[src/rtl/serial_alu_ctrl_if.sv]
// Request/response bundle between the ALU-control decoder and the serial ALU.
// The master issues operands and an op code; the slave answers with busy/done and the result.
interface serial_alu_ctrl_if #(
   parameter int WIDTH = 32
);
   logic             start;
   logic [WIDTH-1:0] a;
   logic [WIDTH-1:0] b;
   logic [3:0]       alu_control;
   logic             busy;
   logic             done;
   logic [WIDTH-1:0] result;
   logic             zero;
   logic             overflow;

   modport master (
      output start, a, b, alu_control,
      input  busy, done, result, zero, overflow
   );

   modport slave (
      input  start, a, b, alu_control,
      output busy, done, result, zero, overflow
   );
endinterface

[src/rtl/serial_alu_ctrl.sv]
// Bit-serial ALU: one bit_alu slice is reused LSB->MSB, one bit per clock.
// The carry is recirculated through a flop, and SLT is resolved in a final FIX cycle.
module bit_alu (
   input  logic       a_i,
   input  logic       b_i,
   input  logic       a_invert_i,
   input  logic       b_invert_i,
   input  logic       carry_in_i,
   input  logic       less_i,
   input  logic [1:0] operation_i,
   output logic       result_o,
   output logic       carry_out_o
);
   logic aa, bb;

   assign aa          = a_i ^ a_invert_i;
   assign bb          = b_i ^ b_invert_i;
   assign carry_out_o = (aa & bb) | (aa & carry_in_i) | (bb & carry_in_i);

   always_comb begin
      case (operation_i)
         2'b00:   result_o = aa & bb;
         2'b01:   result_o = aa | bb;
         2'b10:   result_o = aa ^ bb ^ carry_in_i;
         default: result_o = less_i;
      endcase
   end
endmodule

module serial_alu_ctrl #(
   parameter int WIDTH = 32
) (
   input  logic                 clk_i,
   input  logic                 rst_i,
   serial_alu_ctrl_if.slave     bus
);
   localparam int IDX_W = $clog2(WIDTH);
   localparam logic [IDX_W-1:0] LAST = IDX_W'(WIDTH - 1);

   localparam logic [1:0] S_IDLE = 2'd0;
   localparam logic [1:0] S_RUN  = 2'd1;
   localparam logic [1:0] S_FIX  = 2'd2;
   localparam logic [1:0] S_DONE = 2'd3;

   localparam logic [3:0] OP_AND = 4'b0000;
   localparam logic [3:0] OP_OR  = 4'b0001;
   localparam logic [3:0] OP_ADD = 4'b0010;
   localparam logic [3:0] OP_SUB = 4'b0110;
   localparam logic [3:0] OP_SLT = 4'b0111;
   localparam logic [3:0] OP_NOR = 4'b1100;

   function automatic logic b_inv_of(input logic [3:0] c);
      return (c == OP_SUB) || (c == OP_SLT) || (c == OP_NOR);
   endfunction

   function automatic logic is_arith(input logic [3:0] c);
      return (c == OP_ADD) || (c == OP_SUB) || (c == OP_SLT);
   endfunction

   function automatic logic is_valid(input logic [3:0] c);
      return is_arith(c) || (c == OP_AND) || (c == OP_OR) || (c == OP_NOR);
   endfunction

   logic [1:0]       state_q, state_d;
   logic [WIDTH-1:0] a_q, a_d, b_q, b_d, sr_q, sr_d, res_q, res_d;
   logic [3:0]       ctl_q, ctl_d;
   logic [IDX_W-1:0] idx_q, idx_d;
   logic             carry_q, carry_d, ovf_q, ovf_d, set_q, set_d;
   logic             zero_q, zero_d, ovfo_q, ovfo_d;
   logic             ovf_now;

   logic       a_inv, b_inv, s_res, s_co;
   logic [1:0] s_op;

   // Decode is taken from the latched code so input changes after acceptance are harmless.
   assign a_inv = (ctl_q == OP_NOR);
   assign b_inv = b_inv_of(ctl_q);
   assign s_op  = is_arith(ctl_q) ? 2'b10 : (ctl_q == OP_OR) ? 2'b01 : 2'b00;

   bit_alu u_slice (
      .a_i         (a_q[idx_q]),
      .b_i         (b_q[idx_q]),
      .a_invert_i  (a_inv),
      .b_invert_i  (b_inv),
      .carry_in_i  (carry_q),
      .less_i      (1'b0),
      .operation_i (s_op),
      .result_o    (s_res),
      .carry_out_o (s_co)
   );

   assign ovf_now = carry_q ^ s_co;

   always_comb begin
      state_d = state_q;
      a_d     = a_q;
      b_d     = b_q;
      ctl_d   = ctl_q;
      idx_d   = idx_q;
      carry_d = carry_q;
      sr_d    = sr_q;
      ovf_d   = ovf_q;
      set_d   = set_q;
      res_d   = res_q;
      zero_d  = zero_q;
      ovfo_d  = ovfo_q;
      case (state_q)
         S_IDLE: if (bus.start) begin
            a_d     = bus.a;
            b_d     = bus.b;
            ctl_d   = bus.alu_control;
            idx_d   = '0;
            carry_d = b_inv_of(bus.alu_control);
            state_d = S_RUN;
         end
         S_RUN: begin
            sr_d    = {s_res, sr_q[WIDTH-1:1]};
            carry_d = s_co;
            idx_d   = idx_q + 1'b1;
            if (idx_q == LAST) begin
               ovf_d = ovf_now;
               set_d = s_res ^ ovf_now;
               if (ctl_q == OP_SLT) begin
                  state_d = S_FIX;
               end else begin
                  state_d = S_DONE;
                  res_d   = is_valid(ctl_q) ? sr_d : '0;
                  zero_d  = (res_d == '0);
                  ovfo_d  = is_arith(ctl_q) & ovf_now;
               end
            end
         end
         S_FIX: begin
            sr_d    = {{(WIDTH-1){1'b0}}, set_q};
            res_d   = sr_d;
            zero_d  = ~set_q;
            ovfo_d  = ovf_q;
            state_d = S_DONE;
         end
         default: state_d = S_IDLE;
      endcase
   end

   always_ff @(posedge clk_i) begin
      if (rst_i) begin
         state_q <= S_IDLE;
         a_q     <= '0;
         b_q     <= '0;
         ctl_q   <= '0;
         idx_q   <= '0;
         carry_q <= 1'b0;
         sr_q    <= '0;
         ovf_q   <= 1'b0;
         set_q   <= 1'b0;
         res_q   <= '0;
         zero_q  <= 1'b0;
         ovfo_q  <= 1'b0;
      end else begin
         state_q <= state_d;
         a_q     <= a_d;
         b_q     <= b_d;
         ctl_q   <= ctl_d;
         idx_q   <= idx_d;
         carry_q <= carry_d;
         sr_q    <= sr_d;
         ovf_q   <= ovf_d;
         set_q   <= set_d;
         res_q   <= res_d;
         zero_q  <= zero_d;
         ovfo_q  <= ovfo_d;
      end
   end

   assign bus.busy     = (state_q != S_IDLE);
   assign bus.done     = (state_q == S_DONE);
   assign bus.result   = res_q;
   assign bus.zero     = zero_q;
   assign bus.overflow = ovfo_q;
endmodule

[src/flat_wrapper.sv]
// flat-port wrapper written by rule: the top's interface ports become plain ports
module serial_alu_ctrl_flat 
#(
   parameter int WIDTH = 32
)
  (clk_i, rst_i, bus_start, bus_a, bus_b, bus_alu_control, bus_busy, bus_done, bus_result, bus_zero, bus_overflow);
  serial_alu_ctrl_if #(.WIDTH(WIDTH)) bus_i ();
  input  logic clk_i;
  input  logic rst_i;
  input wire logic [$bits(bus_i.start)-1:0] bus_start;
  input wire logic [$bits(bus_i.a)-1:0] bus_a;
  input wire logic [$bits(bus_i.b)-1:0] bus_b;
  input wire logic [$bits(bus_i.alu_control)-1:0] bus_alu_control;
  output wire logic [$bits(bus_i.busy)-1:0] bus_busy;
  output wire logic [$bits(bus_i.done)-1:0] bus_done;
  output wire logic [$bits(bus_i.result)-1:0] bus_result;
  output wire logic [$bits(bus_i.zero)-1:0] bus_zero;
  output wire logic [$bits(bus_i.overflow)-1:0] bus_overflow;
  assign bus_i.start = bus_start;
  assign bus_i.a = bus_a;
  assign bus_i.b = bus_b;
  assign bus_i.alu_control = bus_alu_control;
  assign bus_busy = bus_i.busy;
  assign bus_done = bus_i.done;
  assign bus_result = bus_i.result;
  assign bus_zero = bus_i.zero;
  assign bus_overflow = bus_i.overflow;
  serial_alu_ctrl #(.WIDTH(WIDTH)) u_core (.clk_i(clk_i), .rst_i(rst_i), .bus(bus_i));
endmodule
[config.mk]
export PLATFORM = sky130hd
export DESIGN_NAME = serial_alu_ctrl_flat
export DESIGN_NICKNAME = d
export VERILOG_FILES = /design/src/rtl/serial_alu_ctrl_if.sv /design/src/rtl/serial_alu_ctrl.sv /design/src/flat_wrapper.sv
export SDC_FILE = /design/constraint.sdc
export NUM_CORES = 1
export LEC_CHECK = 0
export ABC_CLOCK_PERIOD_IN_PS = 3900
export BUFFER_PORTS_ARGS = -buffer_cell sky130_fd_sc_hd__buf_2
export CAP_MARGIN = 20
export CORE_UTILIZATION = 30
export CTS_CLUSTER_SIZE = 16
export DETAILED_ROUTE_END_ITERATION = 12
export SLEW_MARGIN = 15
export SYNTH_ARGS = -nofsm -noshare
export SYNTH_HDL_FRONTEND = slang
export SYNTH_SLANG_ARGS = --single-unit
[constraint.sdc]
create_clock -name clk_i -period 3.9 [get_ports clk_i]
set_input_delay 0.585 -clock clk_i [delete_from_list [all_inputs] [get_ports clk_i]]
set_output_delay 0.585 -clock clk_i [all_outputs]
set_load 0.03 [all_outputs]
==> flow_summary.toml <==
[synthesis]
post-synth-top-count-cell = "sky130_fd_sc_hd__nand2_1"
synth.yosys.seq_area_share = 0.450
async_reset_ff_frac = 0
post_synth_instance_area_mm2 = 0.00636
synth_top_flop_cell = "sky130_fd_sc_hd__dfxtp_1"
yosys.cell_types.count = 48
syn_avg_cell_area_um2 = 8.20
synth_seq_cells = 143
post_synth_top_area_share = 0.450
synth.net_count = 856
synth.area.top_cells = "sky130_fd_sc_hd__dfxtp_1 45%, sky130_fd_sc_hd__a21oi_1 11%, sky130_fd_sc_hd__nand2_1 11%"
synth_top_cell_by_area = "sky130_fd_sc_hd__dfxtp_1"
post_synth_inst_count = 775
post_synth_most_frequent_cells = "182 x sky130_fd_sc_hd__nand2_1, 143 x sky130_fd_sc_hd__dfxtp_1, 137 x sky130_fd_sc_hd__a21oi_1"
synth.yosys.warnings = 0
synth_enable_flop_cells = 0

[clocking]
postCtsResizedCells = 0
cts_inserted_buffers = 17
cts_post_setup_buffers_inserted = 0
tritoncts = "yes"
ctsRootBufferMaster = "sky130_fd_sc_hd__clkbuf_16"
path_clk_slew_ns = 0.06
insertion_delay_ns = 0.41
clockBufferDepth = 2
clock_sinks = 143
cts.hold.buffers_added = 0
htreeDepth = 4

[sta]
post-route-min-period_ns = 3.36
finalHoldViolations = 0
least_margin_pin_slew_ns = 0.945
worst_relative_slew_slack = 0.370
timing.fmax_mhz = 298
clock_tree_skew_after_final_layout_ns = 0.0156
fin_crit_sh = 0.862
setup_viol = 0
finalSetupTns_ns = 0
maxSlewViolCount = 0
rsz0062_at_grt = "no"
final.setup.worst_slack_ns = 0.540

[final_layout]
layout-area-overhead-vs-synth_pct = 19.3
layout-drive-gt1-share = 0.186
multiInputGateArea_mm2 = 0.00315
filler_cell_count = 2117
regArea_mm2 = 0.00286
antenna-diode-count = 0
final_net_count = 928

[route]
vias_per_cell = 4.73
drt_wl_total_um = 15300
vias = 5347
drt-initial-drc-count = 386
number_of_optimization_iterations_in_the_first_detailed_route_pass = 4
post-route-drc-count = 0
post_drt_wl_per_cell_um = 13.5
drt.antenna.violating_nets = 0

[grt]
grt_pass1_wl_um = 25200
grt_remaining_overflow = 0
initial_antenna_violation_count = 1
grt_use_total = 0.144
grt_pass1_vias = 5052
grt_start_max_net_pins = 90

[outcome]
run_status = "complete, no violations"

[critical_path]
critPathLaunchType = "register"
timing.reg2reg.worst_path_depth = 12
crit_path_max_incr_delay_ns = 0.52
maximum_fanout_along_the_worst_path = 11
timing_worst_setup_path_type = "register to register"
crit_path_cell_trace = "buf_4, nor2b_1, a2111oi_2, o21ai_1, nor3_2, xnor2_1, fa_1, inv_1, a31oi_1, o21ai_2, or3_1, a311oi_2"
critPathCaptureType = "register"
worst_path_max_delay_cell = "sky130_fd_sc_hd__fa_1"
worst-endpoint-arrival_ns = 3.67
worst_ep_required_time_ns = 4.21

[floorplan]
start_util = 0.310
coreArea_mm2 = 0.0205
die-area_mm2 = 0.0218
io-pin-count = 107
placement_rows = 52
fp.dieH_um = 148
die-width_um = 148

[placement]
gpl.final_weighted_congestion = 0.799
dp_hpwl_um = 10300
place_ws_ns = 0.524
number_of_i_o_port_buffers = 106

[job]
timing.max_cap.violations = 0

[worst_hold_path]
worst_hold_path.num_cells = 3
worstHoldPathType = "input pin to register"

[power]
power.leakage_uw = 0.00282
worst_voltage_drop_across_the_vdd_grid_v = 0.000245
powerDensity_mw_per_mm2 = 664
critical path: cells and delay by family, from the launching register on:
kind | cells | cell delay, ns
XOR/XNOR | 1 | 0.17
AO/OA/AOI/OAI | 5 | 0.98
AND/OR/NAND/NOR | 3 | 0.79
adder cells (fa/ha/maj) | 1 | 0.52
flip-flops | 1 | 0.48
buffers and inverters | 2 | 0.31
cells by family after synthesis:
group                    after synthesis  share of synthesized area
XOR/XNOR                               8                     0.0110
flip-flops                           143                      0.450
multiplexers                          32                     0.0506
AND/OR/NAND/NOR                      340                      0.259
adder cells (fa/ha/maj)               10                     0.0209
AO/OA/AOI/OAI                        173                      0.153
buffers and inverters                 69                     0.0553
placed cells by master, fill, tap and decap left out, drive strengths merged, types with 3 or more instances in the layout:
cell type | synthesis | final
nand3b | 32 | 32
nand2 | 182 | 182
nand2b | 35 | 35
clkbuf | 39 | 17
buf | 23 | 115
a211oi | 9 | 9
mux2i | 31 | 31
nand4 | 5 | 5
clkinvlp | 0 | 4
inv | 7 | 13
and3 | 3 | 3
nand3 | 33 | 33
nor2b | 8 | 8
clkinv | 0 | 3
nor2 | 19 | 19
a22oi | 11 | 11
nor4 | 8 | 8
ha | 9 | 9
dfxtp | 143 | 143
nand4b | 4 | 4
a21oi | 137 | 137
xor2 | 6 | 6
and2 | 4 | 4
o21ai | 6 | 6
nor3 | 5 | 5
metrics by stage:
stage	utilization	cell area, µm²	total power, µW	std cells	hold WS (ns)
after floorplan	-	6360	3160	775	0.432
after global placement	0.342	7000	3470	1098	0.437
after detailed placement	0.342	7000	3490	1098	0.442
after CTS	0.370	7590	5110	1130	0.389
after global routing	0.370	7590	5370	1130	0.399
final	0.370	7590	5040	1130	0.408
layout make-up:
cell class | count | share of cell area
multi-input combinational | 563 | 0.415
sequential | 143 | 0.377
timing repair buffer | 115 | 0.0825
clock buffer | 17 | 0.0561
tap | 270 | 0.0445
clock inverter | 15 | 0.0211
inverter | 7 | 0.00346
path summary, 6_finish.rpt:
check | end | slack, ns | startpoint
hold / removal | u_core.a_q[28]$_SDFFE_PP0P_ | 0.41 | bus_a[28]
setup / recovery | u_core.bus.zero$_SDFFE_PP0P_ | 0.54 | u_core.idx_q[0]$_SDFFE_PP0P_
setup reg to reg | u_core.bus.zero$_SDFFE_PP0P_ | 0.54 | u_core.idx_q[0]$_SDFFE_PP0P_
hold reg to reg | u_core.bus.result[21]$_SDFFE_PP0P_ | 0.45 | u_core.bus.result[21]$_SDFFE_PP0P_
per-layer routing:
| layer | track usage | wire [µm] |
|---|---|---|
| met1 | 0.201 | 7640 |
| met2 | 0.211 | 6800 |
| met3 | 0.0398 | 715 |
| met4 | 0.0515 | 135 |
| met5 | 0 | 8 |
where the power goes:
| group | internal, µW | switching [µW] |
|---|---|---|
| logic | 558 | 1120 |
| clock network | 952 | 649 |
| registers | 1630 | 128 |
sequential cells by signal (all words and copies together), names as in the netlist:
name / flops
u_core.a_q: 32
u_core.b_q: 32
u_core.bus.result: 32
u_core.sr_q: 31
u_core.idx_q: 5
u_core.set_q: 1
u_core.bus.zero: 1
u_core.ctl_q: 4
u_core.state_q: 2
u_core.ovf_q: 1
u_core.carry_q: 1
u_core.bus.overflow: 1
No activity file was read; power rests on OpenSTA's default activity.
